<file path="config.mk">
export PLATFORM = sky130hd
export DESIGN_NAME = keypad_entry_ctrl
export DESIGN_NICKNAME = d
export VERILOG_FILES = /design/src/rtl/keypad_entry_ctrl.sv
export SDC_FILE = /design/constraint.sdc
export NUM_CORES = 1
export LEC_CHECK = 0
export CAP_MARGIN = 20
export CORE_MARGIN = 2
export CORE_UTILIZATION = 45
export CTS_CLUSTER_SIZE = 20
export DETAILED_ROUTE_END_ITERATION = 12
export HOLD_SLACK_MARGIN = 0.03
export PLACE_DENSITY = 0.79
export SYNTH_ARGS = -nofsm -noshare
export SYNTH_HDL_FRONTEND = slang
export SYNTH_SLANG_ARGS = --single-unit
</file>
<file path="constraint.sdc">
create_clock -name clk -period 3.5 [get_ports clk]
set_input_delay 0.7 -clock clk [delete_from_list [all_inputs] [get_ports clk]]
set_output_delay 0.7 -clock clk [all_outputs]
set_load 0.02 [all_outputs]
</file>
<file path="src/rtl/keypad_entry_ctrl.sv">
// -----------------------------------------------------------------------------
// keypad_entry_ctrl
//   Turns keypad_base key events into a calculator request:
//   operand A, operator, operand B, then a valid/ready handshake to the ALU.
//   Each physical press produces exactly one event. A key is accepted on the
//   first sensed cycle. The next press is accepted only after valid_in has been
//   low for RELEASE_CYC consecutive cycles.
//
// Ports
//   clk          system clock (keypad_base domain)
//   rst_n        asynchronous active-low reset
//   value        key code from keypad_base
//   valid_in     key held and sensed
//   valid_digit  key is a digit 0-9
//   valid_LR     key is an edit key (value 0 = backspace)
//   operand_a    BCD operand A, digit 0 in [3:0]
//   operand_b    BCD operand B
//   op           operator: 00 add, 01 sub, 10 mul, 11 div
//   calc_valid   request to the ALU, held until calc_ready
//   calc_ready   ALU accepts the request
//   display      operand currently being entered
//   busy         high while a request is outstanding (ISSUE)
//
// state   | meaning
// --------+----------------------------------------------------------
// ENTRY_A | editing operand A
// ENTRY_B | editing operand B, operator latched
// ISSUE   | request presented to the ALU, operands frozen
// DONE    | result handed off; a digit restarts A, an operator chains on A
// -----------------------------------------------------------------------------
module keypad_entry_ctrl #(
  parameter int DIGITS      = 4,
  parameter int RELEASE_CYC = 16
) (
  input  logic                clk,
  input  logic                rst_n,
  input  logic [3:0]          value,
  input  logic                valid_in,
  input  logic                valid_digit,
  input  logic                valid_LR,
  output logic [4*DIGITS-1:0] operand_a,
  output logic [4*DIGITS-1:0] operand_b,
  output logic [1:0]          op,
  output logic                calc_valid,
  input  logic                calc_ready,
  output logic [4*DIGITS-1:0] display,
  output logic                busy
);

  localparam int W  = 4 * DIGITS;
  localparam int CW = $clog2(RELEASE_CYC + 1);
  localparam logic [CW-1:0] REL_LOAD = CW'(RELEASE_CYC);

  typedef enum logic [1:0] {ENTRY_A, ENTRY_B, ISSUE, DONE} state_t;

  state_t state;

  // ---------------------------------------------------------------------------
  // Press detector: one accept per press, rearmed by a release down-counter.
  // ---------------------------------------------------------------------------
  logic          armed;
  logic [CW-1:0] rel_cnt;
  logic          accept;

  assign accept = valid_in && armed;

  always_ff @(posedge clk or negedge rst_n) begin
    if (!rst_n) begin
      armed   <= 1'b1;
      rel_cnt <= REL_LOAD;
    end else if (accept) begin
      armed   <= 1'b0;
      rel_cnt <= REL_LOAD;
    end else if (!armed) begin
      if (valid_in) begin
        rel_cnt <= REL_LOAD;
      end else if (rel_cnt == CW'(1)) begin
        armed   <= 1'b1;
        rel_cnt <= REL_LOAD;
      end else begin
        rel_cnt <= rel_cnt - CW'(1);
      end
    end
  end

  // ---------------------------------------------------------------------------
  // Event register: classify the accepted key; the FSM acts on it one cycle later.
  // ---------------------------------------------------------------------------
  logic       ev_digit;
  logic       ev_bksp;
  logic       ev_cmd;
  logic [3:0] ev_val;

  always_ff @(posedge clk or negedge rst_n) begin
    if (!rst_n) begin
      ev_digit <= 1'b0;
      ev_bksp  <= 1'b0;
      ev_cmd   <= 1'b0;
      ev_val   <= 4'h0;
    end else begin
      ev_digit <= accept && valid_digit && (value <= 4'd9);
      ev_bksp  <= accept && !valid_digit && valid_LR && (value == 4'h0);
      ev_cmd   <= accept && !valid_digit && !valid_LR;
      ev_val   <= value;
    end
  end

  logic       ev_oper;
  logic       ev_clear;
  logic       ev_equals;
  logic [1:0] op_code;

  assign ev_oper   = ev_cmd && (ev_val >= 4'hA) && (ev_val <= 4'hD);
  assign ev_clear  = ev_cmd && (ev_val == 4'hE);
  assign ev_equals = ev_cmd && (ev_val == 4'hF);
  // A..D map to 00..11: adding 2 to the low bits maps 10,11,00,01 onto 00..11.
  assign op_code   = ev_val[1:0] + 2'd2;

  // ---------------------------------------------------------------------------
  // Entry FSM
  // ---------------------------------------------------------------------------
  always_ff @(posedge clk or negedge rst_n) begin
    if (!rst_n) begin
      state      <= ENTRY_A;
      operand_a  <= '0;
      operand_b  <= '0;
      op         <= 2'b00;
      calc_valid <= 1'b0;
    end else if (ev_clear) begin
      state      <= ENTRY_A;
      operand_a  <= '0;
      operand_b  <= '0;
      op         <= 2'b00;
      calc_valid <= 1'b0;
    end else begin
      case (state)
        ENTRY_A: begin
          if (ev_digit) begin
            operand_a <= {operand_a[W-5:0], ev_val};
          end else if (ev_bksp) begin
            operand_a <= {4'h0, operand_a[W-1:4]};
          end else if (ev_oper) begin
            op        <= op_code;
            operand_b <= '0;
            state     <= ENTRY_B;
          end
        end
        ENTRY_B: begin
          if (ev_digit) begin
            operand_b <= {operand_b[W-5:0], ev_val};
          end else if (ev_bksp) begin
            operand_b <= {4'h0, operand_b[W-1:4]};
          end else if (ev_oper) begin
            op <= op_code;
          end else if (ev_equals) begin
            calc_valid <= 1'b1;
            state      <= ISSUE;
          end
        end
        ISSUE: begin
          if (calc_valid && calc_ready) begin
            calc_valid <= 1'b0;
            state      <= DONE;
          end
        end
        DONE: begin
          if (ev_digit) begin
            operand_a <= {{(W-4){1'b0}}, ev_val};
            state     <= ENTRY_A;
          end else if (ev_oper) begin
            op        <= op_code;
            operand_b <= '0;
            state     <= ENTRY_B;
          end
        end
        default: state <= ENTRY_A;
      endcase
    end
  end

  assign display = ((state == ENTRY_B) || (state == ISSUE)) ? operand_b : operand_a;
  assign busy    = (state == ISSUE);

endmodule

</file>
==> run metrics, run 1 <==
Final Max Tran Viols=0; fin cells=398; Hold Crit Class=input pin to asynchronous set/reset pin; Post-synth EDFFs=0; DP HPWL=5.281 mm; Pleak=0.001413 uW; Clock Power Share=23.4%; Mapped Avg Cell Area=10.37 um^2; NumNets Final=338; Least-Margin Pin Slew=0.7452 ns; Root Driver=clkbuf_8; final total power=1715 uW; num rows=28; CTS Hold Bufs=0; Main synth FF type=dfrtp_1; Ys Warns=0; Post-Synthesis Cells=271; Power per Cell Area=483.9 nW/um^2; vias per cell=6.116; fill count=494; All-Layer GR Usage=21.62%; Max Clk Rate=314.0 MHz; Resize count post-CTS=0; syn nets=287; CTS tree=built; wire per inst=18.77 um; area of the multi-input gates=1428 um^2; Final ANT Viol Nets=0; first-pass GRT wire length=12.23 mm; FF+latch count, synth=50; maximum vdd drop=0.2533 mV; chip width=83.03 um; Die Footprint=6893 um^2; TNS Setup=0 ns; unrepaired setup endpoints after global routing=no; Starting Density=46.91%; clk sinks=50; R2R depth=4; Max-Cap Viols=0; Die Ht=83.03 um; IO Pins=62; Setup crit end kind=output port; Crit Path Class=flop to output port; Data arrival, critical path=2.48 ns; commonest non-fill, non-tap cell in the layout=clkdlybuf4s50_1; Netlist cell types=51; most frequent cells in the layout=clkdlybuf4s50_1, dfrtp_1, mux2_2; post-synthesis sequential area ratio=44.61%; sw frac=34.37%; critical-path maximum fanout=17; fin crit period=3.184 ns; Placer Congestion=0.8380; DR pass1 iterations=5; core area=5991 um^2; Flop pwr share=41.1%; status=complete, no violations; cts bufs inserted=5; top area cells in the synthesized netlist=dfrtp_1, mux2_2, mux2i_1; ant diodes=0; Yosys top cell area share=42.74%; area of the mapped netlist=2810 um^2; FF-to-FF setup slack=1.11 ns; largest area contributor in the synthesized netlist=dfrtp_1; Clock Latency Late Sink=0.30 ns; routed vias=2434; largest net degree at the start of global routing=33; GRT Residual Overflow=0; DRC violation total after the first TritonRoute iteration=176; clk_skew=0.004728 ns; DRC viols=0; Critical Path Start Type=flop; Reg-to-Reg End=operand_a[15]$_DFFE_PN0P_; Slew headroom=50.32%; Post-CTS Repair Setup Buffers=0; ys async rst share=100.0%; I/O Buffers=61; layout cell share with drive strength beyond 1=14.86%; Hold Vio Cnt, Final=0; synthesis-to-finish area growth=26.09%; clock buffer depth=2; placed cells=390; initial antenna violation count=0; Final Setup Violations=0; P_int=1125 uW; Net Switching=589.3 uW; vias in the first global route=2354; Worst EP required=2.80 ns; start of the worst register-to-register path=ev_digit$_DFF_PN0_; Comb pwr share=35.5%; register area=1254 um^2; H-tree depth=2; fin crit share=90.98%; drt total wl=7.469 mm; Clock Pin Slew Worst Setup and Hold Paths=0.09 ns
==> routing by layer <==
metal | global-route usage (%) | vias to the layer above | part of all wire [%]
met5 | 0 | - | 0
met4 | 6.706 | 0 | 1.7
met1 | 30.71 | 1216 | 47
li1 | - | 1121 | -
met3 | 4.175 | 12 | 4.6
met2 | 33.50 | 85 | 47
==> flip-flops by register name (all words and copies together), names as in the netlist <==
signal      flops
armed           1
operand_a      16
op              2
ev_cmd          1
ev_digit        1
ev_bksp         1
state           2
rel_cnt         5
ev_val          4
calc_valid      1
operand_b      16
==> power groups by stage <==
stage	Sequential [uW]	Combinational (uW)	Clock, uW
5_1_grt	714	660	432
3_3_place_gp	711	585	0
3_5_place_dp	712	609	0
6_report	705	608	402
4_1_cts	701	608	406
2_1_floorplan	715	412	0
==> cell type report <==
| cell class | instances | area share, % |
|---|---|---|
| Clock buffer | 6 | 2.048 |
| Clock inverter | 2 | 1.059 |
| Inverter | 8 | 0.8475 |
| Multi-Input combinational cell | 193 | 40.29 |
| Sequential cell | 50 | 35.38 |
| Tap cell | 75 | 2.648 |
| Timing Repair Buffer | 64 | 17.73 |
==> worst max-delay path: stages (launching register included) <==
cell,delay (ns)
dfrtp_1,0.41
inv_1,0.10
ha_1,0.71
mux2_2,0.43
clkdlybuf4s50_1,0.54
==> how the worst max path moves through the flow <==
stage,from,end,slack (ns),cells after the start
finish,state[0]$_DFFE_PN0P_,display[4],0.32,4
CTS,state[0]$_DFFE_PN0P_,display[0],0.31,4
floorplan,state[0]$_DFFE_PN0P_,display[10],1.30,5
global placement,state[0]$_DFFE_PN0P_,display[0],0.71,4
detailed placement,state[0]$_DFFE_PN0P_,display[0],0.64,4
global route,state[1]$_DFFE_PN0P_,display[0],0.19,4
==> per-stage QoR <==
stage                     hold WS (ns)  cell area (um^2)  util [%]  setup WS (ns)
after global routing            0.5110              3543     59.15         0.1930
final                           0.4501              3543     59.15         0.3155
after global placement          0.5003              3433     57.31         0.7075
after detailed placement        0.5002              3433     57.31         0.6378
after floorplan                 0.4044              2810         -          1.303
after CTS                       0.4718              3543     59.15         0.3117
==> Yosys cell counts (2+ instances only) <==
| cell type | count |
|---|---|
| dfstp_2 | 2 |
| ha_1 | 6 |
| a311oi_1 | 3 |
| mux2i_1 | 15 |
| inv_1 | 8 |
| o21ai_0 | 21 |
| nand3b_1 | 2 |
| a32o_1 | 4 |
| nand4_1 | 17 |
| dfrtp_1 | 48 |
| nor2_1 | 14 |
| buf_2 | 9 |
| nor2_2 | 2 |
| a21oi_1 | 19 |
| buf_4 | 3 |
| and4_1 | 2 |
| nand2_1 | 13 |
| o2bb2ai_1 | 8 |
| nor3_1 | 5 |
| o31a_1 | 2 |
| a211oi_1 | 2 |
| o22a_1 | 2 |
| nand2b_1 | 3 |
| mux2_2 | 28 |
| clkbuf_1 | 7 |
==> cell families after synthesis <==
group	count (synthesis)	share of synthesized area [%]
xor+xnor	1	0.3117
compound gates	70	16.56
buf+inv	28	4.586
mux	43	16.56
fa+ha+maj	6	2.671
flops	50	44.61
simple gates	73	14.69
(Power assumes the default switching activity.)
==> run 2: changes to the inputs <==
--- a/config.mk
+++ b/config.mk
@@ -11,7 +11,7 @@
 export CTS_CLUSTER_SIZE = 20
 export DETAILED_ROUTE_END_ITERATION = 12
 export HOLD_SLACK_MARGIN = 0.03
-export PLACE_DENSITY = 0.79
+export PLACE_DENSITY = 0.74
 export SYNTH_ARGS = -nofsm -noshare
 export SYNTH_HDL_FRONTEND = slang
 export SYNTH_SLANG_ARGS = --single-unit
==> run metrics, run 2 (same netlist as run 1, synthesis figures left out) <==
CTS Hold Bufs=0 (unchanged); Final Max Tran Viols=0 (unchanged); Final WS setup=0.3052 ns (-0.01034 ns); TNS Setup=0 ns (unchanged); Resize count post-CTS=0 (unchanged); vias in the first global route=2275 (-3.4%); NumNets Final=339 (+0.30%); DR pass1 iterations=4 (-1); Critical-path top delay cell=ha_1; Clock Latency Late Sink=0.30 ns (about the same); most frequent cells in the layout=clkdlybuf4s50_1, dfrtp_1, mux2_2; Reg-to-Reg End=operand_b[14]$_DFFE_PN0P_; Crit Path Class=flop to output port; Final ANT Viol Nets=0 (unchanged); Clock Pin Slew Worst Setup and Hold Paths=0.09 ns (about the same); stages on the worst setup path=4 (unchanged); Root Driver=clkbuf_8; Critical Path Start Type=flop; All-Layer GR Usage=20.99% (-0.63 points); routed vias=2400 (-1.4%); Hold Vio Cnt, Final=0 (unchanged); fin crit share=91.28% (+0.30 points); layout cell share with drive strength beyond 1=15.12% (+0.26 points); Data arrival, critical path=2.49 ns (about the same); Max-Cap Viols=0 (unchanged); ant diodes=0 (unchanged); clock buffer depth=2 (unchanged); core area=5991 um^2 (unchanged); R2R depth=4 (unchanged); cell area after layout=3570 um^2 (+0.74%); largest net degree at the start of global routing=40 (+21%); top flop regs=operand_a: 16 flops, operand_b: 16 flops, rel_cnt: 5 flops; Die Footprint=6893 um^2 (unchanged); Power per Cell Area=484.4 nW/um^2 (+0.11%); I/O Buffers=61 (unchanged); Max Clk Rate=313.0 MHz (-0.32%); Util after Layout=59.59% (+0.44 points); wire per inst=18.13 um (-3.4%); DP HPWL=5.102 mm (-3.4%); Placer Congestion=0.8130 (-3.0%); synthesis-to-finish area growth=27.03%; Final Setup Violations=0 (unchanged); clk sinks=50 (unchanged); DRC viols=0 (unchanged); critical-path maximum fanout=17 (unchanged); chip width=83.03 um (unchanged); clk_skew=0.01074 ns (+0.006013 ns); IO Pins=62 (unchanged); cts bufs inserted=5 (unchanged); H-tree depth=2 (unchanged); Post-DP Area=3453 um^2 (+0.58%); DRC violation total after the first TritonRoute iteration=153 (-13%); first-pass GRT wire length=11.78 mm (-3.7%); initial antenna violation count=0 (unchanged); Setup crit end kind=output port; maximum vdd drop=0.2394 mV (-5.5%); crit-path cells=inv_1, ha_1, mux2_2, clkdlybuf4s50_1; CP peak stage delay=0.72 ns (about the same); Least-Margin Pin Slew=0.8160 ns (+0.07082 ns); GRT Residual Overflow=0 (unchanged); Crit path max-delay family=adder cells; vias per cell=6.015 (-1.6%); Hold Crit Class=input pin to asynchronous set/reset pin; Worst EP required=2.80 ns (about the same); num rows=28 (unchanged); Pleak=0.001430 uW (+1.2%); start of the worst register-to-register path=ev_digit$_DFF_PN0_; status=complete, no violations; fin crit period=3.195 ns (+0.01035 ns); Critical path buffers and inverters=2 (unchanged); Slew headroom=45.60% (-4.7 points); commonest non-fill, non-tap cell in the layout=clkdlybuf4s50_1; fill count=501 (+1.4%); Die Ht=83.03 um (unchanged); Post-CTS Repair Setup Buffers=0 (unchanged); drt total wl=7.233 mm (-3.2%); CTS tree=built; Starting Density=46.91% (unchanged); FF-to-FF setup slack=1.13 ns (+0.02 ns); unrepaired setup endpoints after global routing=no; Place WS=0.6402 ns (+0.002442 ns)
==> run 2: cell types whose count changed in the layout (fill, tap and decap cells not counted), sizes merged <==
cell      change
clkinvlp      -1
buf           +1
clkbuf        +1
==> run 2: layer usage <==
metal	part of all wire, %	track usage, %	vias up
li1	-	-	1120
met1	47	29.54	1190
met2	46	33.06	78
met3	5.1	4.672	12
met4	1.2	5.216	0
met5	0	0	-
==> run 2: metrics by stage <==
step | hold WS (ns) | power, uW | instances
4_1_cts | 0.2755 | 1734 | 399
5_1_grt | 0.2787 | 1821 | 399
6_report | 0.2674 | 1729 | 399
3_5_place_dp | 0.5133 | 1313 | 391
3_3_place_gp | 0.5159 | 1294 | 390
2_1_floorplan | 0.4044 | 1126 | 271
==> run 2: cell type report <==
cell class / count / area [um^2] / share of cell area [%]
multi-input combinational: 193 / 1428 / 39.99
sequential: 50 / 1254 / 35.12
timing repair buffer: 65 / 648.1 / 18.16
tap: 75 / 93.84 / 2.629
clock buffer: 7 / 86.33 / 2.419
clock inverter: 1 / 30.03 / 0.8412
inverter: 8 / 30.03 / 0.8412
==> run 2: worst max-delay path by stage <==
stage / start / end / slack [ns]
after global placement: state[0]$_DFFE_PN0P_ / display[8] / 0.71
after detailed placement: state[0]$_DFFE_PN0P_ / display[4] / 0.64
after floorplan: state[0]$_DFFE_PN0P_ / display[10] / 1.30
after CTS: state[0]$_DFFE_PN0P_ / display[4] / 0.30
final: state[0]$_DFFE_PN0P_ / display[4] / 0.31
after global routing: state[0]$_DFFE_PN0P_ / display[4] / 0.22
==> run 2: report_power, final <==
group | total (uW) | internal, uW | leakage (uW) | switching [uW]
combinational | 602 | 278 | 0.000701 | 324
clock | 426 | 233 | 0.0000585 | 192
sequential | 702 | 635 | 0.000671 | 66.8
total | 1730 | 1150 | 0.00143 | 583
==> edit 1: new RTL, settings of run 1 <==
The 4 states of `state_t` get a one-hot encoding in 4 bits.
--- a/src/rtl/keypad_entry_ctrl.sv
+++ b/src/rtl/keypad_entry_ctrl.sv
@@ -52,5 +52,5 @@
   localparam logic [CW-1:0] REL_LOAD = CW'(RELEASE_CYC);
 
-  typedef enum logic [1:0] {ENTRY_A, ENTRY_B, ISSUE, DONE} state_t;
+  typedef enum logic [3:0] {ENTRY_A = 4'b0001, ENTRY_B = 4'b0010, ISSUE = 4'b0100, DONE = 4'b1000} state_t;
 
   state_t state;
Behaviour: no difference found for any inputs over 10 cycles, from zero or initial values and one cycle with rst_n low; not proved beyond that.
==> edit 1 against run 1 <==
Worst setup slack better by 0.042 ns. Via count decreased by 2.0%. Wire length down 1.1%. Sequential cell count increased by 2. Count of clock-buffer cells in the layout up 1. Cell area is 1.2% lower. Area after synthesis decreased by 0.80%. Non-clock buffer count up 1. Register-to-register slack gained 0.18 ns.
Power is not compared: it rests on default switching activity, and its combinational part moved more than twofold at a synthesized area within 25%.
==> edit 1: results (changes against run 1) <==
{
  "dp_wirelength": {"value": 5220, "unit": "um", "change": "was 5280 um"},
  "place_ws": {"value": 0.473, "unit": "ns", "change": "was 0.638 ns"},
  "gr-usage-all-layers": {"value": 23.0, "unit": "%", "change": "was 21.6%"},
  "dr.first_iter.drc_count": {"value": 226, "change": "was 176"},
  "whs": {"value": 0.422, "unit": "ns", "change": "was 0.450 ns"},
  "maxUsedRoutingLayer": {"value": "met4", "change": "unchanged"},
  "routed_wire_length_per_instance": {"value": 18.6, "unit": "um", "change": "was 18.8 um"},
  "detailedRoute.firstPassIterationCount": {"value": 4, "change": "was 5"},
  "dp_cells": {"value": 389, "change": "was 390"},
  "grt_pass1_vias": {"value": 2239, "change": "was 2,354"},
  "instances_no_fill": {"value": 397, "change": "was 398"},
  "synth_common_cells": {"value": "sky130_fd_sc_hd__dfrtp_1, sky130_fd_sc_hd__nand2_1, sky130_fd_sc_hd__mux2i_1", "change": "was sky130_fd_sc_hd__dfrtp_1, sky130_fd_sc_hd__mux2_2, sky130_fd_sc_hd__o21ai_0"},
  "grt.met3_usage": {"value": 4.57, "unit": "%", "change": "was 4.17%"},
  "met1_global_route_usage": {"value": 31.8, "unit": "%", "change": "was 30.7%"},
  "yosys-mux-area-fraction": {"value": 14.0, "unit": "%", "change": "was 16.6%"},
  "placed_cell_area": {"value": 0.00341, "unit": "mm2", "change": "was 0.00343 mm2"},
  "synthTopCellsByArea": {"value": "sky130_fd_sc_hd__dfrtp_1, sky130_fd_sc_hd__mux2i_1, sky130_fd_sc_hd__mux2_2", "change": "was sky130_fd_sc_hd__dfrtp_1, sky130_fd_sc_hd__mux2_2, sky130_fd_sc_hd__mux2i_1"},
  "num-fill-cells": {"value": 498, "change": "was 494"},
  "post_route_cells_drive_above_1_share": {"value": 10.9, "unit": "%", "change": "was 14.9%"},
  "worst-slew-pin-transition": {"value": 0.939, "unit": "ns", "change": "was 0.745 ns"},
  "met2_length": {"value": 3590, "unit": "um", "change": "was 3490 um"},
  "per_instance_average_area_after_synthesis": {"value": 10.4, "unit": "um2", "change": "about the same"},
  "drt-vias-per-instance": {"value": 6.01, "change": "was 6.12"},
  "reg2reg_setup_slack": {"value": 1.29, "unit": "ns", "change": "was 1.11 ns"},
  "regToRegStartpoint": {"value": "state[0]", "change": "was ev_digit"},
  "outcome": {"value": "completed", "change": "unchanged"},
  "ys_types": {"value": 53, "change": "was 51"},
  "post_synthesis_adder_cell_area_fraction": {"value": 0.898, "unit": "%", "change": "was 2.67%"},
  "synth_compound_gate_area_share": {"value": 17.6, "unit": "%", "change": "was 16.6%"},
  "grt_first_pass_wirelength": {"value": 11800, "unit": "um", "change": "was 12,200 um"},
  "layout_skew": {"value": 0.00672, "unit": "ns", "change": "was 0.00473 ns"},
  "gr-usage-met2": {"value": 36.7, "unit": "%", "change": "was 33.5%"},
  "reg2reg_to": {"value": "operand_a[15]", "change": "unchanged"},
  "gpl.final_weighted_congestion": {"value": 0.880, "change": "was 0.838"},
  "final_nets": {"value": 333, "change": "was 338"},
  "met3_length": {"value": 395, "unit": "um", "change": "was 347 um"}
}
==> edit 1: changes by cell type in the layout (fill, tap and decap cells not counted), sizes merged, moves of 6 or more <==
cell   before  now
a21oi      19   12
mux2       28   16
mux2i      15   21
nand2      13   26
nand4      17    4
o21ai      21   12
o22ai       1   13
==> edit 1: worst max-delay path: stages, from the launching register on <==
cell                              delay, ns
sky130_fd_sc_hd__dfstp_2               0.65
sky130_fd_sc_hd__nor4b_4               0.10
sky130_fd_sc_hd__nor2_4                0.42
sky130_fd_sc_hd__mux2_2                0.42
sky130_fd_sc_hd__clkdlybuf4s50_1       0.55
==> edit 1: power by group through the flow <==
stage	combinational (mW)	clock (mW)	sequential, mW
after CTS	0.304	0.334	0.706
after global routing	0.330	0.359	0.713
after global placement	0.289	0	0.714
after floorplan	0.152	0	0.725
final	0.301	0.329	0.707
after detailed placement	0.301	0	0.718
==> edit 1: what timing repair did <==
item	CTS	global route
buffers inserted	0	0
gates resized for setup	0	1
setup endpoints to repair	0	4
==> edit 1: cell type report <==
cell class / count / area, um2 / area share [%]
multi-input cells: 192 / 1370 / 39.0
flip-flops and latches: 52 / 1310 / 37.3
repair buffers: 65 / 636 / 18.2
well taps: 75 / 93.8 / 2.68
clock buffers: 7 / 76.3 / 2.18
inverters: 5 / 18.8 / 0.536
clock inverters: 1 / 5.00 / 0.143
==> edit 1: worst max-delay path by stage <==
stage                     startpoint          end  slack (ns)
after floorplan             state[0]  display[10]        1.11
after global placement      state[0]   display[8]        0.52
after detailed placement    state[0]   display[0]        0.47
after CTS                   state[0]   display[0]         0.1
after global routing        state[2]   display[0]        0.24
final                       state[0]   display[0]        0.36
==> edit 2: new RTL, config.mk and constraints of run 1 <==
Without the edit above. Set the parameter `RELEASE_CYC` to 32 (it was 16).
--- a/src/rtl/keypad_entry_ctrl.sv
+++ b/src/rtl/keypad_entry_ctrl.sv
@@ -31,5 +31,5 @@
 module keypad_entry_ctrl #(
   parameter int DIGITS      = 4,
-  parameter int RELEASE_CYC = 16
+  parameter int RELEASE_CYC = 32
 ) (
   input  logic                clk,
Formal check against the unedited RTL: no difference found for any inputs over 10 cycles, from zero or initial values and one cycle with rst_n low; that may be too few to reach the edited logic, so the function may still have changed.
==> edit 2 against run 1 <==
Fmax grew 7.0%. First-iteration DRC count shrank 24%. Wire length fell by 12%. Via count decreased by 12%. Worst setup slack gained 0.21 ns. Cell area decreased by 0.14%. Sequential cell count up 1. Clock power down 13%. Global-route usage shrank 0.84 points. Count of clock-buffer cells in the layout shrank 1. Critical path depth rose by 1. Area after synthesis down 0.62%. Total power grew 11%. Critical endpoint unchanged. Highest routed layer unchanged.
==> edit 2: results (changes against run 1) <==
{
  "outcome": {"value": "completed", "change": "unchanged"},
  "layout_skew": {"value": 0.0106, "unit": "ns", "change": "was 0.00473 ns"},
  "place_ws": {"value": 0.857, "unit": "ns", "change": "was 0.638 ns"},
  "cts_setup_buffers": {"value": 0, "change": "unchanged"},
  "static_power_due_to_leakage": {"value": 1.39, "unit": "nW", "change": "was 1.41 nW"},
  "worst_slew_margin_rel": {"value": 49.2, "unit": "%", "change": "was 50.3%"},
  "port_buffers": {"value": 61, "change": "unchanged"},
  "post_route_cells_drive_above_1_share": {"value": 16.8, "unit": "%", "change": "was 14.9%"},
  "dp_wirelength": {"value": 4850, "unit": "um", "change": "was 5280 um"},
  "vias": {"value": 2138, "change": "was 2,434"},
  "dr.first_iter.drc_count": {"value": 134, "change": "was 176"},
  "synth_common_cells": {"value": "sky130_fd_sc_hd__dfrtp_1, sky130_fd_sc_hd__mux2i_1, sky130_fd_sc_hd__nor2_1", "change": "was sky130_fd_sc_hd__dfrtp_1, sky130_fd_sc_hd__mux2_2, sky130_fd_sc_hd__o21ai_0"},
  "grt_start_max_net_pins": {"value": 34, "change": "was 33"},
  "final_nets": {"value": 318, "change": "was 338"},
  "synthTopCellsByArea": {"value": "sky130_fd_sc_hd__dfrtp_1, sky130_fd_sc_hd__mux2i_1, sky130_fd_sc_hd__mux2_2", "change": "was sky130_fd_sc_hd__dfrtp_1, sky130_fd_sc_hd__mux2_2, sky130_fd_sc_hd__mux2i_1"},
  "gpl.final_weighted_congestion": {"value": 0.878, "change": "was 0.838"},
  "netlist_instances": {"value": 243, "change": "was 271"},
  "ys_types": {"value": 49, "change": "was 51"},
  "grt_first_pass_wirelength": {"value": 10700, "unit": "um", "change": "was 12,200 um"},
  "synth.net_count": {"value": 259, "change": "was 287"},
  "placed_cell_area": {"value": 0.00345, "unit": "mm2", "change": "was 0.00343 mm2"},
  "wl": {"value": 6560, "unit": "um", "change": "was 7470 um"},
  "instances_no_fill": {"value": 378, "change": "was 398"},
  "gr-usage-all-layers": {"value": 20.8, "unit": "%", "change": "was 21.6%"},
  "peakVddDrop": {"value": 0.000289, "unit": "V", "change": "was 0.000253 V"},
  "detailedRoute.firstPassIterationCount": {"value": 4, "change": "was 5"},
  "synth_sequential_area_ratio": {"value": 45.8, "unit": "%", "change": "was 44.6%"}
}
==> edit 2: path summary, 6_finish.rpt <==
check / start / end / cells after the start / slack, ns
worst max-delay path: state[1] / display[4] / 5 / 0.53
worst min-delay path: rst_n / operand_a[14] / 1 / 0.37
worst min register to register: op[1] / op[1] / 2 / 0.54
min in group clk: op[1] / op[1] / 2 / 0.54
worst max register to register: state[1] / operand_b[1] / 6 / 1.30
max in group asynchronous: rst_n / calc_valid / 2 / 2.39
==> edit 2: where the power goes <==
group / switching (mW) / total (mW) / internal [mW]
Clock: 0.208 / 0.351 / 0.143
Sequential: 0.0757 / 0.728 / 0.652
Combinational: 0.471 / 0.830 / 0.359
==> edit 2: kinds of logic after synthesis <==
kind of cell    Yosys count  share of synthesized area (%)
mux                      40                           15.2
fa+ha+maj                 6                           2.69
buf+inv                  19                           3.40
flops                    51                           45.8
compound gates           60                           19.6
simple gates             65                           12.6
xor+xnor                  2                          0.627
==> edit 2: cell type report <==
cell class	instances	area [um2]
well taps	75	93.8
clock inverters	3	23.8
inverters	7	26.3
clock buffers	5	68.8
fillers	508	2420
flip-flops and latches	51	1280
repair buffers	64	628
multi-input cells	173	1420
==> edit 2: metal layers <==
metal	track usage [%]	wire [um]
met1	29.5	3150
met2	32.9	3020
met3	4.22	331
met4	4.75	54
met5	0	0
==> edit 2: worst max-delay path, cell delays in order (launching register included) <==
cell and delay (ns):
sky130_fd_sc_hd__dfrtp_1 0.42, sky130_fd_sc_hd__inv_1 0.10, sky130_fd_sc_hd__ha_1 0.28, sky130_fd_sc_hd__buf_4 0.24, sky130_fd_sc_hd__mux2_2 0.37, sky130_fd_sc_hd__clkdlybuf4s50_1 0.56
